--- src/rtl/proc_pkg.sv ---
// Shared processor definitions: fetch FSM states, datapath widths and opcodes.
package proc_pkg;

   localparam int unsigned ADDR_W  = 7;
   localparam int unsigned INSTR_W = 8;

   localparam logic [INSTR_W-1:0] OP_HALT  = 8'hFF;
   localparam logic [ADDR_W-1:0]  START_PC = 7'h00;

   typedef enum logic [1:0] {
      IDLE,
      RUN,
      HALTED,
      ERROR
   } fetch_state_t;

endpackage

--- src/rtl/fetch_pc.sv ---
// Program counter with load, hold and increment; exposes increment carry-out
// when FETCH_PC_WRAP_ERR_EN is defined.
module fetch_pc
   import proc_pkg::*;
#(
   parameter int unsigned          AW         = ADDR_W,
   parameter logic [ADDR_W-1:0]    START_ADDR = START_PC
) (
   input  logic          clk_i,
   input  logic          reset_i,
   input  logic          load_i,
   input  logic [AW-1:0] load_addr_i,
   input  logic          inc_i,
`ifdef FETCH_PC_WRAP_ERR_EN
   output logic          carry_c_o,
`endif
   output logic [AW-1:0] pc_o
);

   logic [AW-1:0] pc_q;
   logic [AW-1:0] pc_d;

   // Load wins over increment; neither means hold.
   always_comb begin
      pc_d = pc_q;
      if (load_i) begin
         pc_d = load_addr_i;
      end else if (inc_i) begin
         pc_d = pc_q + AW'(1);
      end
   end

   always_ff @(posedge clk_i or posedge reset_i) begin
      if (reset_i) begin
         pc_q <= AW'(START_ADDR);
      end else begin
         pc_q <= pc_d;
      end
   end

`ifdef FETCH_PC_WRAP_ERR_EN
   assign carry_c_o = &pc_q;
`endif
   assign pc_o = pc_q;

endmodule

--- src/rtl/fetch_ctrl.sv ---
// Instruction-fetch sequencer: drives ROM address, registers fetched byte, handles
// stall, branch squash and halt. FETCH_PC_WRAP_ERR_EN enables the PC-wrap ERROR state.
module fetch_ctrl
   import proc_pkg::*;
#(
   parameter int unsigned        AW          = ADDR_W,
   parameter int unsigned        DW          = INSTR_W,
   parameter logic [ADDR_W-1:0]  START_ADDR  = START_PC,
   parameter logic [INSTR_W-1:0] HALT_OPCODE = OP_HALT
) (
   input  logic          clk_i,
   input  logic          reset_i,
   input  logic          start_i,
   input  logic          stall_i,
   input  logic          branch_en_i,
   input  logic [AW-1:0] branch_target_i,
   output logic [AW-1:0] rom_addr_o,
   input  logic [DW-1:0] rom_data_i,
   output logic [DW-1:0] instr_o,
   output logic [AW-1:0] instr_pc_o,
   output logic          instr_valid_o,
   output logic          done_o,
   output logic          err_o
);

   fetch_state_t  state_q, state_d;
   logic [DW-1:0] instr_q, instr_d;
   logic [AW-1:0] instr_pc_q, instr_pc_d;
   logic          valid_q, valid_d;
   logic          done_q, done_d;
   logic [AW-1:0] pc;
   logic          pc_load;
   logic [AW-1:0] pc_load_addr;
   logic          pc_inc;
`ifdef FETCH_PC_WRAP_ERR_EN
   logic          err_q, err_d;
   logic          pc_carry;
`endif

   fetch_pc #(
      .AW         (AW),
      .START_ADDR (START_ADDR)
   ) u_pc (
      .clk_i       (clk_i),
      .reset_i     (reset_i),
      .load_i      (pc_load),
      .load_addr_i (pc_load_addr),
      .inc_i       (pc_inc),
`ifdef FETCH_PC_WRAP_ERR_EN
      .carry_c_o   (pc_carry),
`endif
      .pc_o        (pc)
   );

   // Next-state, PC control and instruction-register updates.
   always_comb begin
      state_d      = state_q;
      instr_d      = instr_q;
      instr_pc_d   = instr_pc_q;
      valid_d      = valid_q;
      done_d       = done_q;
      pc_load      = 1'b0;
      pc_load_addr = AW'(START_ADDR);
      pc_inc       = 1'b0;
`ifdef FETCH_PC_WRAP_ERR_EN
      err_d        = err_q;
`endif
      case (state_q)
         IDLE: begin
            valid_d = 1'b0;
            if (start_i) begin
               state_d = RUN;
            end
         end
         RUN: begin
            if (branch_en_i) begin
               // Byte at the old PC is squashed without a halt check.
               pc_load      = 1'b1;
               pc_load_addr = branch_target_i;
               valid_d      = 1'b0;
            end else if (!stall_i) begin
               instr_d    = rom_data_i;
               instr_pc_d = pc;
               valid_d    = 1'b1;
               if (rom_data_i == HALT_OPCODE) begin
                  state_d = HALTED;
               end else begin
                  pc_inc = 1'b1;
`ifdef FETCH_PC_WRAP_ERR_EN
                  if (pc_carry) begin
                     state_d = ERROR;
                  end
`endif
               end
            end
         end
         HALTED: begin
            valid_d = 1'b0;
            done_d  = 1'b1;
            if (start_i) begin
               pc_load = 1'b1;
               done_d  = 1'b0;
               state_d = RUN;
            end
         end
         ERROR: begin
            valid_d = 1'b0;
`ifdef FETCH_PC_WRAP_ERR_EN
            err_d   = 1'b1;
`else
            state_d = IDLE;
`endif
         end
         default: begin
            state_d = IDLE;
         end
      endcase
   end

   always_ff @(posedge clk_i or posedge reset_i) begin
      if (reset_i) begin
         state_q    <= IDLE;
         instr_q    <= '0;
         instr_pc_q <= '0;
         valid_q    <= 1'b0;
         done_q     <= 1'b0;
`ifdef FETCH_PC_WRAP_ERR_EN
         err_q      <= 1'b0;
`endif
      end else begin
         state_q    <= state_d;
         instr_q    <= instr_d;
         instr_pc_q <= instr_pc_d;
         valid_q    <= valid_d;
         done_q     <= done_d;
`ifdef FETCH_PC_WRAP_ERR_EN
         err_q      <= err_d;
`endif
      end
   end

   assign rom_addr_o    = pc;
   assign instr_o       = instr_q;
   assign instr_pc_o    = instr_pc_q;
   assign instr_valid_o = valid_q;
   assign done_o        = done_q;
`ifdef FETCH_PC_WRAP_ERR_EN
   assign err_o         = err_q;
`else
   assign err_o         = 1'b0;
`endif

endmodule

--- config.mk ---
export PLATFORM = sky130hd
export DESIGN_NAME = fetch_ctrl
export DESIGN_NICKNAME = d
export VERILOG_FILES = /design/src/rtl/proc_pkg.sv /design/src/rtl/fetch_pc.sv /design/src/rtl/fetch_ctrl.sv
export SDC_FILE = /design/constraint.sdc
export NUM_CORES = 1
export LEC_CHECK = 0
export ABC_AREA = 1
export BUFFER_PORTS_ARGS = -buffer_cell sky130_fd_sc_hd__buf_2
export CAP_MARGIN = 40
export CORE_MARGIN = 2
export CORE_UTILIZATION = 50
export CTS_CLUSTER_SIZE = 40
export DETAILED_ROUTE_END_ITERATION = 10
export GPL_TIMING_DRIVEN = 0
export PLACE_DENSITY_LB_ADDON = 0.12
export SLEW_MARGIN = 25
export SYNTH_ARGS = -nofsm -noshare
export SYNTH_HDL_FRONTEND = slang
export SYNTH_SLANG_ARGS = --single-unit
--- constraint.sdc ---
create_clock -name clk_i -period 3.7 [get_ports clk_i]
set_input_delay 0.925 -clock clk_i [delete_from_list [all_inputs] [get_ports clk_i]]
set_output_delay 0.925 -clock clk_i [all_outputs]
set_load 0.02 [all_outputs]
==> Yosys cells after proc, flatten, opt, wreduce, memory -nomap -nowiden <==
Index checks and enable logic that the tools add are counted.
{ "classes": {"addsub": 1, "mul": 0, "n_div": 0, "order_cmp": 0, "eq_ne": 9, "shift": 0, "n_mux": 20, "bitwise": 2, "n_reduce_logical": 6} }
{ "op_table": {"columns": ["operator", "n"], "rows": [
  ["7-bit two-way mux", 4],
  ["1-bit two-way mux", 9],
  ["8-bit == test (second input constant)", 1],
  ["2-bit two-way mux", 4],
  ["7-bit by 1-bit adder with 7-bit output (second input constant)", 1],
  ["2-bit inequality test (second input constant)", 3],
  ["2-bit case mux with 3 select lines", 1],
  ["2-bit == test (second input constant)", 2],
  ["1-bit case mux with 2 select lines", 2],
  ["4-bit AND reduction", 1],
  ["3-bit inequality test (second input constant)", 1],
  ["3-bit AND reduction", 1],
  ["3-bit OR reduction", 1],
  ["2-bit by 1-bit == test with 1-bit output (second input constant)", 1],
  ["2-bit zero test", 1],
  ["2-bit by 1-bit inequality test with 1-bit output (second input constant)", 1],
  ["1-bit NOT", 2],
  ["2-bit nonzero test", 1],
  ["2-bit OR reduction", 1]
]} }
{ "totals": {"reg_bits": 26, "latchBits": 0, "mem_bits_rw": 0, "romBits": 0, "input_bits": 20, "out_inout_bits": 25, "wordCells": 44, "n_memories": 0} }

==> Depth between registers and ports, before layout <==
Gate-level depths: netlist of run 1.
{ "depth": {"ltp_word": 7, "depth_mapped": 10, "mapped_depth_nobuf": 9} }

==> By module <==
A second synthesis of run 1 with hierarchy kept.
{ "hier_totals": {"cells_unflattened": 174, "hier_area_um2": 1363.8} }
{ "modules_own_cells": {"columns": ["mod", "instances", "cells_per_inst", "area_each_um2"], "rows": [
  ["fetch_ctrl", 1, 120, 925.9],
  ["fetch_pc", 1, 54, 437.9]
]} }

==> Worst setup path before layout of run 1 <==
No wires, ideal clock.
{ "synth_timing": {"path_type": "in2reg", "from": "in branch_en_i", "to": "reg instr_q[1] (netlist: instr_o[1])", "setup_time_ns": 0.116, "t_arrival_ns": 1.602, "required_time_ns": 3.584, "slack_ns": 1.982, "cell_stages": 6, "path_buffers": 1, "cell_sequence": "or2_4 nor2_8 inv_2 buf_6 nand2_1 nand2_1"} }
{ "synth_between": {"elab_chain_len": 2} }
{ "synth_rtl": {"columns": ["item", "line", "text"], "rows": [
  ["from (decl)", "fetch_ctrl.sv:15", "input logic branch_en_i,"],
  ["1-bit NOT (no source line)", null, null],
  ["3-bit AND reduction (no source line)", null, null],
  ["to (signal assigned)", "fetch_ctrl.sv:132", "instr_q <= instr_d;"],
  ["to (decl)", "fetch_ctrl.sv:27", "logic [DW-1:0] instr_q, instr_d;"]
]} }
No other way between the ends.
A chain may end at the register's enable or synchronous reset.

==> Final worst setup path of run 1 <==
{ "layout_timing": {"from": "reg u_pc.pc_q[2] (netlist: u_pc.pc_o[2])", "to": "out rom_addr_o[2]"} }
{ "layout_rtl": {"columns": ["item", "line", "text"], "rows": [
  ["from (decl)", "fetch_pc.sv:20", "logic [AW-1:0] pc_q;"],
  ["from (signal assigned)", "fetch_pc.sv:35", "pc_q <= AW'(START_ADDR);"],
  ["from (signal assigned)", "fetch_pc.sv:37", "pc_q <= pc_d;"],
  ["to (decl)", "fetch_ctrl.sv:17", "output logic [AW-1:0] rom_addr_o,"]
]} }
No word-level cell between the ends.

==> metrics.md, run 1 <==
| Metric | Value |
|---|---|
| Slew Viols, Final | 0 |
| Worst IR Drop VDD | 0.455 mV |
| Finished Layout Cells | 246 |
| Crit start category | register |
| Slew @ Worst Pin | 0.526 ns |
| Cell area after synthesis | 1340 µm² |
| Pint | 0.652 mW |
| Avg Inst Size Synth | 7.94 µm² |
| Synthesis-stage register bit count | 26 |
| Post-route DRC violation count | 0 |
| Worst Path Max Fanout | 7 |
| Worst path required time | 2.77 ns |
| CP peak stage delay | 0.48 ns |
| Share of layout cells above drive strength 1 | 27.3% |
| Clk_skew | 0.00386 ns |
| Post-synthesis compound-gate area fraction | 6.62% |
| Drt first-iter violations | 68 |
| Die height | 55.8 µm |
| Synth Instances | 169 |
| Largest net degree at the start of global routing | 17 |
| Adder-Cell Fraction of Synth Area | 3.73% |
| Post-Syn Nets | 193 |
| Core Region | 2500 µm² |
| Switching Fraction | 45.2% |
| Drt pass-1 iters | 4 |
| Slew HR | 64.9% |
| Final period utilization | 52.0% |
| Final WL | 2850 µm |
| Clock share of power | 9.6% |
| Post-synthesis xor/xnor area fraction | 0% |
| Hold depth | 2 |
| Hpwl dp | 2240 µm |
| Grt ovf | 0 |
| Min Tclk post-route | 1.92 ns |
| Sw Pwr | 0.538 mW |
| First-pass GRT wire length | 5020 µm |
| H-tree levels | 1 |
| Post-CTS sizing | 0 |
| Crit path max-delay cell type | dfrtp_1 |
| Via count | 1241 |
| Placed instance count | 243 |
| Vias per Instance | 5.04 |
| Placer Congestion | 0.825 |
| Setup CP Type | register to output pin |
| TritonCTS Buffers | 3 |
| Fill count | 233 |
| Overall Global Routing Usage | 19.8% |
| I/O Buffers | 43 |
| Cell Rows | 18 |
| Bufs on Longest Clock Path | 2 |
| Sequential Power Share | 40.5% |
| Fin. Hold Viols | 0 |
| Largest delay share family, worst path | flip-flops |
| Worst Setup End Kind | output pin |
| Vias in the first global route | 1161 |
| Bufs and invs on worst path | 1 |
| Largest family of logic cells by synthesized area | simple AND/OR/NAND/NOR gates |
| Yosys Warn Count | 0 |
| CP Depth | 1 |
| Worst-path clk slew | 0.13 ns |
| # Post-CTS Setup Buffers | 0 |
| Fmax achieved | 520 MHz |
| Crit-path cells | buf_2 |
| Pleak | 0.965 nW |
| Mux share of post-synthesis cell area | 0% |
| Full die area | 3110 µm² |
| Clock root buffer master | clkbuf_4 |
| PwrDens | 724 nW/µm² |
| Library cells used by synthesis | 22 |
| I/O pin count | 45 |
| CTS Hold Buffers Added | 0 |
| Area of the multi-input gates | 604 µm² |
| Die W | 55.8 µm |
| Area growth, synth to finish | 22.6% |
| RSZ-0062 raised after global routing | no |
| Worst R2R Path Depth | 10 |
| Layout Nets | 242 |
| CP arrival | 1.00 ns |
| Setup TNS | 0 ns |
| Post-Synth Simple-Gate Area | 34.4% |
| Initial antenna violation count | 0 |
| Comb power frac | 49.8% |
| Endpoints failing setup | 0 |
| Register area share after synthesis | 48.5% |
| Area occupied by registers | 651 µm² |
| HP Class | register to register |
| Clock latency on the worst-skew pair | 0.31 ns |
| Num Clock Sinks | 26 |
| Max Cap Violations | 0 |
| Initial Util | 53.7% |
| Number of routed nets with antenna violations | 0 |
| Status | completed |
| Antenna Cells | 0 |
| CTS tree | built |
| Wire per inst | 11.6 µm |
## cell usage in the layout, fill, tap and decap left out, types with 2 or more instances in the layout
cell type and count:
inv_2 2, ha_1 4, nand3_1 17, nand4_1 2, buf_4 3, nor2_1 4, or2_2 2, o21bai_1 2
nand2_1 79, o21ai_0 5, buf_2 43, dfrtp_1 26, a21oi_1 2, clkbuf_4 3, inv_1 12
## worst paths after layout
kind,slack [ns],to,from
setup / recovery,1.78,rom_addr_o[2],u_pc.pc_o[2]
max in group asynchronous,2.62,instr_o[7],reset_i
hold reg to reg,0.48,instr_o[7],instr_o[7]
min in group asynchronous,0.62,instr_pc_o[4],reset_i
hold / removal,0.48,instr_o[7],instr_o[7]
setup reg to reg,2.08,u_pc.pc_o[2],state_q[0]
## Yosys cell counts
| cell | number | share of area, % |
|---|---|---|
| a21boi_0 | 1 | 0.56 |
| nor2_1 | 4 | 1.1 |
| inv_1 | 12 | 3.4 |
| nand3_1 | 17 | 6.3 |
| nand2_4 | 1 | 0.84 |
| conb_1 | 1 | 0.28 |
| buf_4 | 3 | 1.7 |
| o21ai_4 | 1 | 1.2 |
| nand4_1 | 2 | 0.93 |
| o21bai_1 | 2 | 1.1 |
| o21ai_0 | 5 | 1.9 |
| a21oi_1 | 2 | 0.75 |
| o21a_1 | 1 | 0.56 |
| nand2_1 | 79 | 22 |
| dfrtp_1 | 26 | 49 |
| inv_2 | 2 | 0.56 |
| o211ai_1 | 1 | 0.56 |
| ha_1 | 4 | 3.7 |
| buf_6 | 1 | 0.84 |
| nor2_8 | 1 | 1.5 |
| or2_2 | 2 | 0.93 |
| or2_4 | 1 | 0.65 |
## area by class of cell
class / instances / area share, %
repair buffers: 44 / 14.8
well taps: 30 / 2.28
multi-input cells: 125 / 36.8
clock buffers: 3 / 1.37
plain buffers: 4 / 2.05
inverters: 14 / 3.20
flip-flops and latches: 26 / 39.6
## routing by layer
metal	GRT usage, %	part of all wire [%]
met5	0	0
met4	8.36	0.74
met3	4.42	6.7
met2	31.6	46
met1	25.9	46
## stage by stage
stage | hold slack, ns | setup slack, ns | util, % | area (µm²) | total power [mW]
global route | 0.503 | 1.71 | 65.8 | 1640 | 1.29
finish | 0.479 | 1.78 | 65.8 | 1640 | 1.19
CTS | 0.486 | 1.78 | 65.8 | 1640 | 1.20
global placement | 0.448 | 1.79 | 63.8 | 1590 | 1.06
detailed placement | 0.454 | 1.75 | 64.9 | 1620 | 1.08
floorplan | 0.495 | 1.98 | - | 1340 | 0.889
## registers in the layout, summed over array words and instances, names as in the netlist
name and flops:
done_o 1, instr_o 8, instr_pc_o 7, instr_valid_o 1, state_q 2, u_pc.pc_o 7
## power groups by stage
stage	Sequential [mW]	Combinational [mW]	Clock (mW)
floorplan	0.620	0.270	0
global placement	0.483	0.576	0
detailed placement	0.487	0.596	0
CTS	0.481	0.597	0.120
global route	0.500	0.662	0.130
finish	0.482	0.593	0.115
## kinds of logic (layout without fill, tap and decap cells)
kind of cell             after synthesis  after routing
flip-flops                            26             26
AO/OA/AOI/OAI                         13             13
AND/OR/NAND/NOR                      107            107
adder cells (fa/ha/maj)                4              4
buffers and inverters                 18             65
other                                  1              1
(Power assumes the default switching activity.)
==> run 2, diff against run 1 <==
Settings changed: CORE_UTILIZATION 50 to 49.
Clock period 3.7 ns to 1.8 ns, I/O delays scaled along.
==> run 2 against run 1 <==
Compared with the run above:
- combinational power is 100% higher
- worst hold slack worse by 0.36 ns
- clock skew is 0.0086 ns higher
- critical path type is now register to register
- total power is 120% higher
- critical endpoint is now instr_o[5]
- wire length is 1.9% higher
- critical path depth is 8 higher
- largest cell class unchanged
- via count is 1.6% lower
==> metrics.md, run 2 (synthesis gave the netlist of run 1 again) <==
| Metric | Value |
|---|---|
| Status | completed |
| Grt ovf | 0 (unchanged) |
| CP arrival | 1.81 ns (+0.81 ns) |
| M2 GR Usage | 32.8% (+1.1 points) |
| Max Cap Violations | 0 (unchanged) |
| Initial antenna violation count | 0 (unchanged) |
| Sw Pwr | 1.13 mW (+110%) |
| Bufs on Longest Clock Path | 2 (unchanged) |
| Via count | 1221 (-1.6%) |
| Setup TNS | 0 ns (unchanged) |
| Num Clock Sinks | 26 (unchanged) |
| Die W | 56.3 µm (+0.94%) |
| # Post-CTS Setup Buffers | 0 (unchanged) |
| Crit start category | register |
| CP endpoint | instr_o[5] |
| Post-DP Area | 1620 µm² (unchanged) |
| Worst Setup End Kind | register |
| Area growth, synth to finish | 24.8% |
| Clk_skew | 0.0124 ns (+0.00857 ns) |
| M1 GR Usage | 27.0% (+1.1 points) |
| Worst-path clk slew | 0.15 ns (+0.02 ns) |
| I/O pin count | 45 (unchanged) |
| Slew Viols, Final | 0 (unchanged) |
| Comb power frac | 46.4% (-3.4 points) |
| CP peak stage delay | 0.41 ns (-0.07 ns) |
| Worst path required time | 2.02 ns (-0.75 ns) |
| Largest delay share family, worst path | simple AND/OR/NAND/NOR gates |
| Fin Hold WS | 0.119 ns (-0.360 ns) |
| Final period utilization | 88.6% |
| Drt pass-1 iters | 4 (unchanged) |
| Min Tclk post-route | 1.60 ns |
| Worst Path Max Fanout | 10 (+3) |
| First-pass GRT wire length | 5040 µm (+0.28%) |
| Sequential Power Share | 38.3% (-2.2 points) |
| Pleak | 0.979 nW (+1.5%) |
| PwrDens | 1560 nW/µm² (+120%) |
| Vias in the first global route | 1130 (-2.7%) |
| Slew @ Worst Pin | 0.500 ns (-0.0255 ns) |
| R2R Setup Slk | 0.20 ns (-1.88 ns) |
| Post-CTS sizing | 0 (unchanged) |
| CTS tree | built |
| Slew HR | 66.6% (+1.7 points) |
| Vias per Instance | 4.94 (-2.0%) |
| Die height | 56.3 µm (+0.94%) |
| Antenna Cells | 0 (unchanged) |
| Crit path max-delay cell type | dfrtp_1 |
| HP Class | input port to async pin |
| Post-route DRC violation count | 0 (unchanged) |
| Cell Rows | 18 (unchanged) |
| Drt first-iter violations | 53 (-22%) |
| FF-to-FF End | instr_o[5] |
| Clock latency on the worst-skew pair | 0.32 ns (about the same) |
| Pint | 1.49 mW (+130%) |
| Number of routed nets with antenna violations | 0 (unchanged) |
| Full die area | 3170 µm² (+1.9%) |
| H-tree levels | 1 (unchanged) |
| Initial Util | 52.7% (-0.95 points) |
| Wire per inst | 11.7 µm (+1.5%) |
| Switching Fraction | 43.1% (-2.1 points) |
| Core Region | 2540 µm² (+1.8%) |
| Hpwl dp | 2220 µm (-1.2%) |
| Layout Nets | 242 (unchanged) |
| Max reg flops | 8 (unchanged) |
| R2r startpoint | state_q[1] |
| CTS Hold Buffers Added | 0 (unchanged) |
| Endpoints failing setup | 0 (unchanged) |
| Overall Global Routing Usage | 19.9% (+0.080 points) |
| Fin. Hold Viols | 0 (unchanged) |
| Most common cell after layout, fill and taps aside | nand2_1 |
| Bufs and invs on worst path | 4 (+3) |
| Clock root buffer master | clkbuf_4 |
| CP Depth | 9 (+8) |
| Fmax achieved | 627 MHz |
| Final WL | 2900 µm (+1.9%) |
| Final Cell Area | 1670 µm² (+1.8%) |
| Grt met3 use | 3.00% (-1.4 points) |
| Fin util | 65.8% (about the same) |
| Largest net degree at the start of global routing | 18 (+1) |
| Crit-path cells | inv_1 -> ha_1 -> inv_2 -> or2_4 -> nor2_8 -> inv_2 -> buf_6 -> nand2_1 -> nand2_1 |
| Worst IR Drop VDD | 0.890 mV (+96%) |
| I/O Buffers | 43 (unchanged) |
| TritonCTS Buffers | 3 (unchanged) |
| Share of layout cells above drive strength 1 | 27.6% (+0.33 points) |
| Setup CP Type | register to register |
| GRT Max-Usage Layer | met2 |
| Clock share of power | 15.3% (+5.7 points) |
| Placer Congestion | 0.795 (-3.6%) |
| Most frequent cells in the layout | nand2_1 (79), buf_2 (43), dfrtp_1 (26) |
| RSZ-0062 raised after global routing | no |
| Worst R2R Path Depth | 9 (-1) |
| Crit path launch | state_q[1] |
run 2: cell types whose count changed in the layout (fill, tap and decap cells not counted), sizes merged:
| cell | previous run | this run |
|---|---|---|
| bufinv | 0 | 1 |
run 2: power by group through the flow:
stage	Sequential (mW)	Clock, mW	Combinational [mW]
2_1_floorplan	1.27	0	0.554
4_1_cts	1.00	0.408	1.23
3_3_place_gp	0.994	0	1.18
3_5_place_dp	1.01	0	1.22
6_report	1.00	0.401	1.21
5_1_grt	1.03	0.428	1.35
run 2: worst reg2reg max path, stage by stage (launching register included):
cell	delay, ns
dfrtp_1	0.41
inv_1	0.09
ha_1	0.21
inv_2	0.06
or2_4	0.26
nor2_8	0.12
inv_2	0.10
buf_6	0.15
nand2_1	0.06
nand2_1	0.05
run 2: how the worst min path moves through the flow:
stage	start	end	slack, ns
2_1_floorplan	reset_i	done_o	0.49
3_3_place_gp	instr_o[3]	instr_o[3]	0.45
3_5_place_dp	instr_o[0]	instr_o[0]	0.46
4_1_cts	reset_i	instr_pc_o[4]	0.13
5_1_grt	reset_i	instr_pc_o[4]	0.15
6_report	reset_i	instr_pc_o[4]	0.12
run 2: metrics by stage:
step | std cells | worst slack (ns) | power, mW
6_report | 247 | 0.204 | 2.62
5_1_grt | 247 | 0.0621 | 2.81
4_1_cts | 247 | 0.190 | 2.63
3_5_place_dp | 243 | 0.220 | 2.23
3_3_place_gp | 242 | 0.273 | 2.18
2_1_floorplan | 169 | 0.350 | 1.83
run 2: cell type report:
| type | instances | area [µm²] |
|---|---|---|
| inverters | 14 | 52.6 |
| plain buffers | 4 | 33.8 |
| clock inverters | 1 | 30.0 |
| multi-input cells | 125 | 604 |
| clock buffers | 3 | 22.5 |
| flip-flops and latches | 26 | 651 |
| repair buffers | 44 | 243 |
| fillers | 238 | 871 |
| well taps | 30 | 37.5 |
run 2: metal layers:
| metal | part of all wire (%) | up-vias |
|---|---|---|
| li1 | - | 629 |
| met1 | 48 | 558 |
| met2 | 46 | 30 |
| met3 | 4.9 | 4 |
| met4 | 1.4 | 0 |
| met5 | 0 | - |
==> run 3, diff against run 2 <==
Settings changed: SYNTH_HIERARCHICAL set to 1.
==> run 3 against run 2 <==
Compared with the run above:
- fmax decreased by 6.6%
- combinational power about the same
- clock power decreased by 40%
- cell count increased by 3.2%
- clock-buffer cell count unchanged
- largest cell class unchanged
- total power decreased by 5.5%
- highest routed layer unchanged
- sequential share of layout area decreased by 0.68 points
- sequential power about the same
- via count increased by 1.2%
- first-iteration DRC count increased by 15%
- global-route usage decreased by 0.77 points
==> metrics.md, run 3 <==
| Metric | Value |
|---|---|
| Status | completed |
| Crit-path most repeated cell | inv_2 |
| Synthesis-stage register bit count | 26 (unchanged) |
| Die height | 56.8 µm (+0.77%) |
| Most common cell after layout, fill and taps aside | nand2_1 |
| PwrDens | 1450 nW/µm² (-7.2%) |
| Initial antenna violation count | 0 (unchanged) |
| I/O Buffers | 43 (unchanged) |
| Post-Synth Simple-Gate Area | 31.1% (-3.3 points) |
| Yosys Warn Count | 6 (+6) |
| Share of layout cells above drive strength 1 | 29.9% (+2.3 points) |
| Synth top area share | 47.7% (-0.80 points) |
| Final WL | 2880 µm (-0.69%) |
| Synth Instances | 174 (+3.0%) |
| Cell Rows | 19 (+1) |
| Max reg flops | 8 (unchanged) |
| Bufs on Longest Clock Path | 2 (unchanged) |
| Clock latency on the worst-skew pair | 0.31 ns (about the same) |
| Placer Congestion | 0.757 (-4.8%) |
| Fin. Hold Viols | 0 (unchanged) |
| Full die area | 3220 µm² (+1.6%) |
| Most common library cells after synthesis | nand2_1 (72), dfrtp_1 (26), inv_1 (18) |
| Final WS setup | 0.0917 ns (-0.113 ns) |
| CTS tree | built |
| Cell area after synthesis | 1360 µm² (+1.7%) |
| CTS Hold Buffers Added | 0 (unchanged) |
| I/O pin count | 45 (unchanged) |
| Via count | 1236 (+1.2%) |
| Slew @ Worst Pin | 0.709 ns (+0.209 ns) |
| Setup TNS | 0 ns (unchanged) |
| Worst Path Max Fanout | 10 (unchanged) |
| Pleak | 0.990 nW (+1.1%) |
| Number of routed nets with antenna violations | 0 (unchanged) |
| CP arrival | 1.95 ns (+0.14 ns) |
| Post-route DRC violation count | 0 (unchanged) |
| Dominant synthesized flop cell | dfrtp_1 |
| Worst Setup End Kind | register |
| Worst-path clk slew | 0.13 ns (-0.02 ns) |
| Worst IR Drop VDD | 0.953 mV (+7.1%) |
| WL met1 | 1320 µm (-5.0%) |
| Leading post-synthesis cells by cell area | dfrtp_1 (48%), nand2_1 (20%), inv_1 (5.0%) |
| Slew HR | 52.7% (-14 points) |
| Min Tclk post-route | 1.71 ns (+0.113 ns) |
| Met3 WL post-DR | 120 µm (-16%) |
| TritonCTS Buffers | 3 (unchanged) |
| Num Clock Sinks | 26 (unchanged) |
| Setup CP Type | register to register |
| Vias per Instance | 4.85 (-1.9%) |
| Fill count | 250 (+5.0%) |
| Place WS | -0.191 ns (-0.411 ns) |
| Most frequent cells in the layout | nand2_1 (71), buf_2 (43), dfrtp_1 (26) |
| First-pass GRT wire length | 4870 µm (-3.3%) |
| Clock root buffer master | clkbuf_4 |
| Largest family of logic cells by synthesized area | simple AND/OR/NAND/NOR gates |
| Overall Global Routing Usage | 19.1% (-0.77 points) |
| Grt ovf | 0 (unchanged) |
| H-tree levels | 1 (unchanged) |
| Library cells used by synthesis | 24 (+9.1%) |
| Post-Syn Nets | 198 (+2.6%) |
| Antenna Cells | 0 (unchanged) |
| Crit start category | register |
| Share of synthesized flip-flops with an asynchronous set or reset | 100% (unchanged) |
| Largest net degree at the start of global routing | 20 (+2) |
| Drt pass-1 iters | 4 (unchanged) |
| Vias in the first global route | 1136 (+0.53%) |
| Top Layer Used | met4 |
| Crit-path cells | inv_2 -> ha_4 -> nand2_4 -> nor2_4 -> inv_4 -> buf_6 -> a21oi_4 -> inv_2 -> nor2_4 -> inv_2 -> o211ai_2 |
| Final period utilization | 94.9% (+6.3 points) |
| Wire per inst | 11.3 µm (-3.8%) |
| Post-synthesis xor/xnor area fraction | 0.642% (+0.64 points) |
| Area growth, synth to finish | 25.0% |
| RSZ-0062 raised after global routing | no |
| Mux share of post-synthesis cell area | 0% (unchanged) |
| Initial Util | 50.3% (-2.4 points) |
| Post-synthesis compound-gate area fraction | 8.35% (+1.7 points) |
| Routed wl met2 | 1420 µm (+6.8%) |
| Worst path required time | 2.04 ns (+0.02 ns) |
| Slew Viols, Final | 0 (unchanged) |
| Number of synthesized flops with an enable pin | 0 (unchanged) |
| Layout Nets | 250 (+3.3%) |
| Fin util | 62.9% (-2.9 points) |
| CP peak stage delay | 0.41 ns (about the same) |
| Core Region | 2710 µm² (+6.5%) |
| Count leader, synth | nand2_1 |
| Max Cap Violations | 0 (unchanged) |
| Hpwl dp | 2170 µm (-2.2%) |
| Fmax achieved | 585 MHz (-6.6%) |
| Register area share after synthesis | 47.7% (-0.80 points) |
| Die W | 56.8 µm (+0.77%) |
| HP Class | input port to async pin |
| Avg Inst Size Synth | 7.84 µm² (-1.2%) |
| Endpoints failing setup | 0 (unchanged) |
| Adder-Cell Fraction of Synth Area | 3.67% (-0.062 points) |
| Drt first-iter violations | 61 (+15%) |
| Yosys top cell by area | dfrtp_1 |
| Crit path max-delay cell type | dfrtp_1 |
| Clk_skew | 0.00324 ns (-0.00920 ns) |
## run 3: cells by family after synthesis
group,after synthesis
buffers and inverters,25
xor gates and xnor gates,1
adders and majority gates,4
and+or+nand+nor,102
AOI/OAI and AO/OA,15
DFF,26
other,1
## run 3: area by class of cell
type                       instances  area [µm²]  area share, %
tap                               31        38.8           2.28
sequential                        26         651           38.2
buffer                             4        33.8           1.98
multi-input combinational        123         632           37.1
timing repair buffer              47         245           14.4
clock buffer                       3        22.5           1.32
inverter                          21        81.3           4.77
## run 3: metal layers
layer / vias to the layer above / track usage, %
li1: 636 / -
met5: - / 0
met1: 564 / 25.1
met4: 0 / 5.98
met3: 2 / 2.76
met2: 34 / 32.6
## run 3: worst paths after layout
path | start | end | slack, ns | cells past startpoint
worst max-delay path | state_q[1] | u_pc/pc_o[0] | 0.09 | 11
worst min-delay path | reset_i | u_pc/pc_o[6] | 0.07 | 2
worst max register to register | state_q[1] | u_pc/pc_o[0] | 0.09 | 11
worst min register to register | instr_pc_o[1] | instr_pc_o[1] | 0.48 | 2
max in group asynchronous | reset_i | instr_pc_o[6] | 1.11 | 2
min in group clk_i | rom_data_i[4] | instr_o[4] | 0.35 | 3
## run 3: what timing repair did
action                                  4_1_cts  5_1_grt
gates resized for setup                       4        5
pin swaps                                     2        2
setup buffers                                 2        2
endpoints found under the setup margin        7        7
## run 3: per-stage QoR
stage / total power, mW / hold slack, ns / cells / area, µm²
after floorplan: 1.79 / 0.253 / 174 / 1360
after global placement: 2.13 / 0.416 / 248 / 1620
after detailed placement: 2.17 / 0.419 / 248 / 1620
after CTS: 2.45 / 0.0645 / 253 / 1680
after global routing: 2.66 / 0.0716 / 255 / 1700
final: 2.47 / 0.0699 / 255 / 1700
## run 3: critical path, delay by kind of cell (launching register included)
family / cells / cell delay (ns)
AOI/OAI and AO/OA: 2 / 0.28
DFF: 1 / 0.41
adders and majority gates: 1 / 0.17
buffers and inverters: 5 / 0.42
and+or+nand+nor: 3 / 0.36
## run 3: power by group
group | internal (mW) | leakage (nW) | total (mW) | switching (mW)
Sequential | 0.817 | 0.340 | 1.01 | 0.198
Combinational | 0.462 | 0.636 | 1.22 | 0.756
Clock | 0.0781 | 0.0138 | 0.239 | 0.160
